[src/rtl/dft_frame_ctrl.sv]
`default_nettype none
// +----------------------------------------------------------------------------+
// | Module      : dft_frame_ctrl                                               |
// | Description : Frame sequencer for the DFT pipeline. Arms on start, waits   |
// |               for a trigger, forwards one frame of ADC samples with a      |
// |               single frame_start strobe, and writes the DFT results into   |
// |               the result RAM. Flags input overrun and, when the macro      |
// |               DFT_FRAME_CTRL_TIMEOUT_EN is defined, a stalled DFT output.  |
// | Revision    : 1.0  initial release                                         |
// +----------------------------------------------------------------------------+
module dft_frame_ctrl #(
    parameter int DATA_W      = 12,
    parameter int OUT_W       = 15,
    parameter int IN_SAMPLES  = 8192,
    parameter int OUT_SAMPLES = 256,
    parameter int TIMEOUT_CYC = 65535
) (
    input  logic                           clk,
    input  logic                           rst,
    input  logic                           start,
    input  logic                           abort,
    input  logic                           trig,
    input  logic signed [DATA_W-1:0]       adc_data,
    input  logic                           adc_valid,
    output logic [DATA_W-1:0]              dft_data_in,
    output logic                           dft_valid_in,
    output logic                           dft_frame_start,
    input  logic                           dft_ready,
    input  logic [OUT_W-1:0]               dft_data_out,
    input  logic                           dft_valid_out,
    output logic [$clog2(OUT_SAMPLES)-1:0] res_addr,
    output logic [OUT_W-1:0]               res_data,
    output logic                           res_we,
    output logic                           busy,
    output logic                           done,
    output logic                           overflow,
    output logic                           timeout
);

    localparam int c_IN_CNT_W  = $clog2(IN_SAMPLES) + 1;
    localparam int c_OUT_CNT_W = $clog2(OUT_SAMPLES) + 1;
    localparam int c_ADDR_W    = $clog2(OUT_SAMPLES);

    localparam logic [c_IN_CNT_W-1:0]  c_IN_LAST  = c_IN_CNT_W'(IN_SAMPLES - 1);
    localparam logic [c_OUT_CNT_W-1:0] c_OUT_N    = c_OUT_CNT_W'(OUT_SAMPLES);
    localparam logic [c_OUT_CNT_W-1:0] c_OUT_LAST = c_OUT_CNT_W'(OUT_SAMPLES - 1);

    localparam logic [1:0] c_IDLE  = 2'd0;
    localparam logic [1:0] c_ARMED = 2'd1;
    localparam logic [1:0] c_ACQ   = 2'd2;
    localparam logic [1:0] c_DRAIN = 2'd3;

    // A frame needs at least two samples and the watchdog limit must be non-zero
    if (IN_SAMPLES < 2 || TIMEOUT_CYC < 1) begin : g_param_check
        $error("dft_frame_ctrl: IN_SAMPLES must be >= 2 and TIMEOUT_CYC >= 1");
    end

    logic [1:0]             r_state;
    logic [c_IN_CNT_W-1:0]  r_in_cnt;
    logic [c_OUT_CNT_W-1:0] r_out_cnt;
    logic                   r_trig_seen;

    logic w_sample_go;
    logic w_out_ok;

    // First sample of a frame needs a trigger now or one remembered from earlier
    assign w_sample_go = adc_valid && (trig || r_trig_seen);
    // Results past the expected count are dropped
    assign w_out_ok    = dft_valid_out && (r_out_cnt < c_OUT_N);

`ifdef DFT_FRAME_CTRL_TIMEOUT_EN
    localparam int                c_WD_W    = $clog2(TIMEOUT_CYC + 1);
    localparam logic [c_WD_W-1:0] c_WD_LAST = c_WD_W'(TIMEOUT_CYC - 1);

    logic [c_WD_W-1:0] r_wd_cnt;

    // Watchdog: cycles spent in DRAIN since entry or since the last DFT output
    always_ff @(posedge clk) begin
        if (!rst || r_state != c_DRAIN || dft_valid_out) begin
            r_wd_cnt <= '0;
        end else if (r_wd_cnt != c_WD_LAST) begin
            r_wd_cnt <= r_wd_cnt + 1'b1;
        end
    end
`else
    assign timeout = 1'b0;
`endif

    // Frame sequencer with registered forwarding, result-write and status outputs
    always_ff @(posedge clk) begin
        dft_valid_in    <= 1'b0;
        dft_frame_start <= 1'b0;
        res_we          <= 1'b0;
        done            <= 1'b0;
        if (!rst) begin
            r_state     <= c_IDLE;
            r_in_cnt    <= '0;
            r_out_cnt   <= '0;
            r_trig_seen <= 1'b0;
            dft_data_in <= '0;
            res_addr    <= '0;
            res_data    <= '0;
            busy        <= 1'b0;
            overflow    <= 1'b0;
`ifdef DFT_FRAME_CTRL_TIMEOUT_EN
            timeout     <= 1'b0;
`endif
        end else if (abort) begin
            // Abort beats every other event and leaves the sticky flags alone
            r_state     <= c_IDLE;
            r_trig_seen <= 1'b0;
            busy        <= 1'b0;
        end else begin
            case (r_state)
                c_IDLE: begin
                    if (start) begin
                        r_state     <= c_ARMED;
                        r_in_cnt    <= '0;
                        r_out_cnt   <= '0;
                        r_trig_seen <= 1'b0;
                        overflow    <= 1'b0;
`ifdef DFT_FRAME_CTRL_TIMEOUT_EN
                        timeout     <= 1'b0;
`endif
                        busy        <= 1'b1;
                    end
                end
                c_ARMED: begin
                    if (w_sample_go) begin
                        if (!dft_ready) begin
                            overflow <= 1'b1;
                            r_state  <= c_IDLE;
                            busy     <= 1'b0;
                        end else begin
                            dft_data_in     <= adc_data;
                            dft_valid_in    <= 1'b1;
                            dft_frame_start <= 1'b1;
                            r_in_cnt        <= c_IN_CNT_W'(1);
                            r_state         <= c_ACQ;
                        end
                    end else if (trig) begin
                        r_trig_seen <= 1'b1;
                    end
                end
                c_ACQ: begin
                    if (w_out_ok) begin
                        res_we    <= 1'b1;
                        res_addr  <= r_out_cnt[c_ADDR_W-1:0];
                        res_data  <= dft_data_out;
                        r_out_cnt <= r_out_cnt + 1'b1;
                    end
                    if (adc_valid) begin
                        if (!dft_ready) begin
                            overflow <= 1'b1;
                            r_state  <= c_IDLE;
                            busy     <= 1'b0;
                        end else begin
                            dft_data_in  <= adc_data;
                            dft_valid_in <= 1'b1;
                            r_in_cnt     <= r_in_cnt + 1'b1;
                            if (r_in_cnt == c_IN_LAST) begin
                                r_state <= c_DRAIN;
                            end
                        end
                    end
                end
                default: begin
                    // DRAIN: done pulses alongside the final write, state leaves one cycle later
                    if (done) begin
                        r_state <= c_IDLE;
                        busy    <= 1'b0;
                    end else if (r_out_cnt == c_OUT_N) begin
                        done <= 1'b1;
                    end else if (w_out_ok) begin
                        res_we    <= 1'b1;
                        res_addr  <= r_out_cnt[c_ADDR_W-1:0];
                        res_data  <= dft_data_out;
                        r_out_cnt <= r_out_cnt + 1'b1;
                        if (r_out_cnt == c_OUT_LAST) begin
                            done <= 1'b1;
                        end
`ifdef DFT_FRAME_CTRL_TIMEOUT_EN
                    end else if (r_wd_cnt == c_WD_LAST) begin
                        timeout <= 1'b1;
                        r_state <= c_IDLE;
                        busy    <= 1'b0;
`endif
                    end
                end
            endcase
        end
    end

endmodule
`default_nettype wire

[config.mk]
export PLATFORM = sky130hd
export DESIGN_NAME = dft_frame_ctrl
export DESIGN_NICKNAME = d
export VERILOG_FILES = /design/src/rtl/dft_frame_ctrl.sv
export SDC_FILE = /design/constraint.sdc
export NUM_CORES = 1
export LEC_CHECK = 0
export ABC_AREA = 1
export ABC_CLOCK_PERIOD_IN_PS = 3950
export CAP_MARGIN = 30
export CORE_MARGIN = 2
export CORE_UTILIZATION = 25
export CTS_CLUSTER_DIAMETER = 120
export DETAILED_ROUTE_END_ITERATION = 8
export SETUP_SLACK_MARGIN = 0.5
export SYNTH_ARGS = -nofsm -noshare
export SYNTH_HDL_FRONTEND = slang
export SYNTH_SLANG_ARGS = --single-unit
[constraint.sdc]
create_clock -name clk -period 3.95 [get_ports clk]
set_input_delay 0.9875 -clock clk [delete_from_list [all_inputs] [get_ports clk]]
set_output_delay 0.9875 -clock clk [all_outputs]
set_load 0.005 [all_outputs]
==> results of run 1 <==
-- power groups by stage --
stage          clock network, mW  logic [mW]  registers [mW]
3_3_place_gp                   0       0.304           0.736
3_5_place_dp                   0       0.308           0.737
2_1_floorplan                  0       0.196           0.736
4_1_cts                    0.915       0.310           0.723
6_report                   0.898       0.308           0.723
5_1_grt                    0.950       0.342           0.726
-- cells by family (layout without fill, tap and decap cells) --
logic type                 after synthesis  count (layout)
and+or+nand+nor                        262             262
adders and majority gates                8               8
other                                    1               1
buffers and inverters                   62             136
AOI/OAI and AO/OA                       66              66
DFF                                     67              67
xor gates and xnor gates                 3               3
-- area by class of cell --
type	instances	area (um^2)
clock inverters	5	103
well taps	176	220
multi-input cells	340	1700
flip-flops and latches	67	1340
clock buffers	10	229
inverters	43	161
fillers	1414	8610
repair buffers	78	773
-- cells in the final DEF (no fill, tap or decap), drive strengths merged --
cell type / n
o21bai: 2
o21ai: 31
ha: 8
clkinv: 1
clkinvlp: 1
a2111oi: 1
conb: 1
a21o: 1
a31oi: 1
nand4: 7
nand3: 33
buf: 3
bufinv: 3
nand2: 104
a41oi: 1
xor2: 3
clkdlybuf4s50: 75
nor3: 14
a21oi: 28
dfxtp: 67
nor2: 101
nor3b: 1
o211ai: 1
and3: 1
inv: 43
nor4: 1
clkbuf: 10
-- critical path, delay by kind of cell --
family / cells / cell delay [ps]
simple gates: 3 / 500
buf+inv: 1 / 560
compound gates: 3 / 760
-- sequential cells by signal, summed over array words and instances (netlist names) --
signal,flops
res_data,15
r_in_cnt,14
dft_data_in,12
r_out_cnt,9
res_addr,8
r_state,2
busy,1
dft_frame_start,1
dft_valid_in,1
done,1
overflow,1
r_trig_seen,1
res_we,1
-- worst paths after layout --
path	cells after the start	slack, ps	to
worst max register to register	10	1620	r_out_cnt[3]
worst min-delay path	2	470	dft_data_in[4]
worst max-delay path	7	1410	r_in_cnt[11]
worst min register to register	2	470	dft_data_in[4]
-- layer usage --
layer  GRT usage (%)  vias up  routed length, um
li1                -     1641                  -
met4            4.19        0                123
met3            4.02       12                531
met5               0        -                  0
met2            19.7       97               3700
met1            14.5     1408               3890
-- stage by stage --
stage,util [%],instances,hold WS (ps),instance area [um^2]
finish,34.4,719,466,4530
detailed placement,31.9,704,456,4190
global route,34.4,719,493,4530
floorplan,-,469,454,3330
global placement,31.9,704,459,4190
CTS,34.4,719,468,4530
==> run_results.csv, run 1 <==
group,metric,value,unit
place,preCtsSetupSlack,1060,ps
detailed_routing,drtPass1Iterations,4,
clock_network,ctsHtreeMaxLevel,3,
place,dp_hpwl,6080,um
grt,grt_first_pass_wirelength,13900,um
detailed_routing,viasPerCell,4.39,
detailed_routing,drt_iter0_markers,140,
logic_synthesis,synth_most_common_cell,"nand2_1",
sta,fmax,0.393,GHz
logic_synthesis,synth-edff-count,0,
sta,worst_slack,1410,ps
logic_synthesis,synth_fp_nets,512,
worst_setup_path,arrival,2810,ps
clock_network,insertion_delay,330,ps
min_path,hp-start,"dft_data_in[4]",
min_path,hold_class,"flop to flop",
clock_network,numCtsBuffers,9,
sta,relSlewSlack,53.9,%
sta,setup_viol,0,
logic_synthesis,seq_area_frac_synth,40.3,%
grt,grt_pass1_vias,3027,
final_layout,nets,582,
worst_setup_path,cp-end-kind,"flop",
logic_synthesis,synth_cells,469,
logic_synthesis,async_flop_share,0,%
floorplan,std_cell_rows,42,
power_and_ir_drop,internal-power,1.45,mW
detailed_routing,wl,8250,um
power_and_ir_drop,power_frac_comb,16.0,%
power_and_ir_drop,p_leak,1.68,nW
sta,finalCritPeriodShare,64.4,%
power_and_ir_drop,switching_share,25.0,%
place,routabilityCongestion,0.819,
worst_setup_path,required,4220,ps
worst_setup_path,critPathKind,"primary input to flop",
clock_network,cts-resized-gates,0,
worst_setup_path,slowest_stage,"clkdlybuf4s50_1",
logic_synthesis,synth_top_area_cell,"dfxtp_1",
power_and_ir_drop,power,1.93,mW
logic_synthesis,ys_ff_latch,67,
final_layout,area_growth,36.1,%
detailed_routing,vias,3158,
worst_setup_path,path_common_cell,"nand2_1",
logic_synthesis,synth-simple-area-share,36.1,%
run,drv_cap,0,
logic_synthesis,synth_common_cells,"nand2_1 (96), nor2_1 (93), dfxtp_1 (67), inv_1 (36), nand3_1 (32)",
detailed_routing,ant_nets,0,
logic_synthesis,syn_avg_cell_area,7.09,um^2
power_and_ir_drop,seq_power_share,37.5,%
floorplan,coreArea,13100,um^2
clock_network,cts_tree,"yes",
power_and_ir_drop,p_clk_share,46.5,%
logic_synthesis,synth_top_family_by_area,"simple AND/OR/NAND/NOR gates",
grt,grt_max_degree,25,
detailed_routing,routedWlPerCell,11.5,um
sta,slew_viol_final,0,
floorplan,die_w,119,um
logic_synthesis,synth_compound_area_share,11.1,%
sta,fin_tns_setup,0,ps
logic_synthesis,synth_ff_type,"dfxtp_1",
sta,hold_violations,0,
sta,fin_crit,2540,ps
worst_setup_path,crit_chain,"clkdlybuf4s50_1 -> o21ai_2 -> a21oi_4 -> nand2_1 -> o21ai_0 -> nand2_1 -> nor2_1",
clock_network,cts_hold_buf,0,
clock_network,clockBufferDepth,2,
worst_setup_path,reg2reg_from,"r_state[0]",
logic_synthesis,synth-adder-area-share,3.01,%
sta,worst_slew_pin_slew,691,ps
clock_network,clkSinkCount,67,
final_layout,diodes,0,
clock_network,post_cts_buffers,0,
power_and_ir_drop,cellPowerDensity,426,nW/um^2
worst_setup_path,critPathMaxFanout,15,
logic_synthesis,synth-warning-count,0,
worst_setup_path,startpoint,"adc_valid",
worst_setup_path,start_kind,"primary input",
sta,finalClockSkew,5.35,ps
logic_synthesis,synth_xor_area_share,0.790,%
logic_synthesis,synthMuxAreaShare,0,%
floorplan,start_util,25.3,%
grt,track_usage,11.9,%
sta,rsz0062_at_grt,"no",
clock_network,cts.root.buffer_cell,"clkbuf_16",
grt,grt-ovfl-total,0,
clock_network,clk_pin_slew,50,ps
detailed_routing,drc_errors,0,
logic_synthesis,synth_top_area_share,40.3,%
floorplan,chipHeight,119,um
final_layout,drive_gt1_share,8.66,%
power_and_ir_drop,peakVddDrop,177,uV
run_status,status,"finished clean",
logic_synthesis,ys_types,37,
worst_setup_path,slowest_delay,560,ps
floorplan,ioPinCount,77,
floorplan,die-area,14200,um^2
grt,grt_antenna_before_repair,0,
power_and_ir_drop,p_switching,482,uW
logic_synthesis,netlist_area,3330,um^2
place,numPortBuffers,75,
logic_synthesis,ys_top_cells_by_area,"dfxtp_1 (40%), nand2_1 (11%), nor2_1 (10%)",
Note: power is estimated with default switching activity, not from simulation.
==> inputs of run 2 (changes only) <==
Settings changed: ABC_CLOCK_PERIOD_IN_PS 3950 to 2600.
Clock period 3.95 ns to 2.6 ns, I/O delays scaled along.
==> run 2 against run 1 <==
Compared with the run above:
- global-route usage is 0.75 points higher
- non-clock buffer count is 6 higher
- core utilization is 0.38 points higher
- count of clock-buffer cells in the layout stayed put
- wire length is 2.7% higher
- worst setup slack worse by 740 ps
- via count is 1.4% higher
- critical path type is now flop to flop
- critical endpoint is now r_out_cnt[7]
- largest power group unchanged
==> run_results.csv, run 2 (same netlist as run 1, synthesis figures left out) <==
group,metric,value,unit
run_status,status,"finished clean",
grt,grt_max_degree,25,
power_and_ir_drop,p_leak,1.70,nW
sta,relSlewSlack,55.0,%
min_path,hold_class,"flop to flop",
floorplan,ioPinCount,77,
grt,grt-ovfl-total,0,
sta,hold_violations,0,
place,routabilityCongestion,0.833,
detailed_routing,drc_errors,0,
clock_network,numCtsBuffers,9,
sta,fin_tns_setup,0,ps
grt,grt_antenna_before_repair,0,
final_layout,layout_common_cells,"nand2_1 (93), nor2_1 (93), clkdlybuf4s50_1 (75), dfxtp_1 (67), inv_1 (36)",
final_layout,largest_register_ffs,15,
floorplan,std_cell_rows,42,
worst_setup_path,start_kind,"flop",
grt,grt_first_pass_wirelength,14500,um
grt,track_usage,12.7,%
detailed_routing,wl,8480,um
sta,slew_viol_final,0,
place,numPortBuffers,75,
final_layout,fillerInstances,1394,
floorplan,chipHeight,119,um
run,drv_cap,0,
grt,grt_pass1_vias,3136,
final_layout,top_register,"res_data",
final_layout,multi_input_area,1720,um^2
clock_network,clkSinkCount,67,
worst_setup_path,cp-end-kind,"flop",
detailed_routing,drtPass1Iterations,4,
final_layout,area_growth,37.6,%
floorplan,die-area,14200,um^2
detailed_routing,drt_iter0_markers,64,
clock_network,cts.root.buffer_cell,"clkbuf_16",
floorplan,start_util,25.3,%
power_and_ir_drop,cellPowerDensity,627,nW/um^2
floorplan,die_w,119,um
sta,hold_slack,468,ps
final_layout,seqCellArea,1340,um^2
sta,fmax,0.517,GHz
detailed_routing,ant_nets,0,
clock_network,clk_pin_slew,60,ps
final_layout,fin_area,4580,um^2
sta,setup_viol,0,
sta,finalClockSkew,5.93,ps
clock_network,insertion_delay,340,ps
sta,finalCritPeriodShare,74.4,%
clock_network,clockBufferDepth,2,
clock_network,cts_tree,"yes",
worst_setup_path,rrSetupSlack,670,ps
final_layout,drive_gt1_share,10.9,%
worst_setup_path,critPathMaxFanout,8,
detailed_routing,viasPerCell,4.41,
final_layout,reg_top3,"res_data x15, r_in_cnt x14, dft_data_in x12",
detailed_routing,routedWlPerCell,11.7,um
final_layout,diodes,0,
worst_setup_path,critPathKind,"flop to flop",
clock_network,cts_hold_buf,0,
final_layout,final_util,34.8,%
sta,rsz0062_at_grt,"no",
sta,worst_slew_pin_slew,675,ps
final_layout,nets,588,
power_and_ir_drop,peakVddDrop,479,uV
detailed_routing,vias,3201,
worst_setup_path,required,2870,ps
place,placedInstanceArea,4220,um^2
sta,fin_crit,1930,ps
worst_setup_path,arrival,2200,ps
floorplan,coreArea,13100,um^2
clock_network,ctsHtreeMaxLevel,3,
place,dp_hpwl,6180,um
## run 2: path summary, 6_finish.rpt
| check | startpoint | end | depth (start not counted) |
|---|---|---|---|
| hold / removal | dft_data_in[2] | dft_data_in[2] | 2 |
| hold reg to reg | dft_data_in[2] | dft_data_in[2] | 2 |
| setup reg to reg | r_state[0] | r_out_cnt[7] | 10 |
| setup / recovery | r_state[0] | r_out_cnt[7] | 10 |
## run 2: cell type report
| cell class | instances | area share (%) |
|---|---|---|
| multi-input combinational | 340 | 37.5 |
| sequential | 67 | 29.3 |
| timing repair buffer | 84 | 17.9 |
| clock buffer | 10 | 5.22 |
| tap | 176 | 4.81 |
| inverter | 43 | 3.64 |
| clock inverter | 6 | 1.59 |
## run 2: report_power, final
| part | switching, mW | leakage (nW) | total (mW) | internal (mW) |
|---|---|---|---|---|
| clock | 0.492 | 0.150 | 1.27 | 0.778 |
| sequential | 0.0271 | 0.542 | 1.10 | 1.07 |
| combinational | 0.278 | 1.01 | 0.499 | 0.221 |
## run 2: timing repair
item                                    4_1_cts  5_1_grt
endpoints found under the setup margin        0       50
resized for setup                             0        9
buffers inserted                              0        3
## run 2: critical path, stage by stage (launching register included)
cell and delay, ps:
dfxtp_1 390, inv_1 100, ha_1 350, inv_2 110, nor2_2 60, nor2_4 110
nand2_1 100, nor2_4 210, buf_4 180, nand4_1 100, a21oi_1 140
## run 2: stage by stage
step                power (mW)  setup slack, ps  cells
floorplan                 1.42              992    469
global placement          1.59              251    707
detailed placement        1.60              235    707
CTS                       2.89              545    723
global route              3.00              494    726
finish                    2.87              666    726
## run 2: layer usage
layer | global-route usage, % | wire length (um) | vias to the layer above
met5 | 0 | 0 | -
met1 | 14.7 | 3820 | 1447
met4 | 5.15 | 93 | 0
li1 | - | - | 1653
met3 | 4.50 | 592 | 8
met2 | 21.3 | 3970 | 93
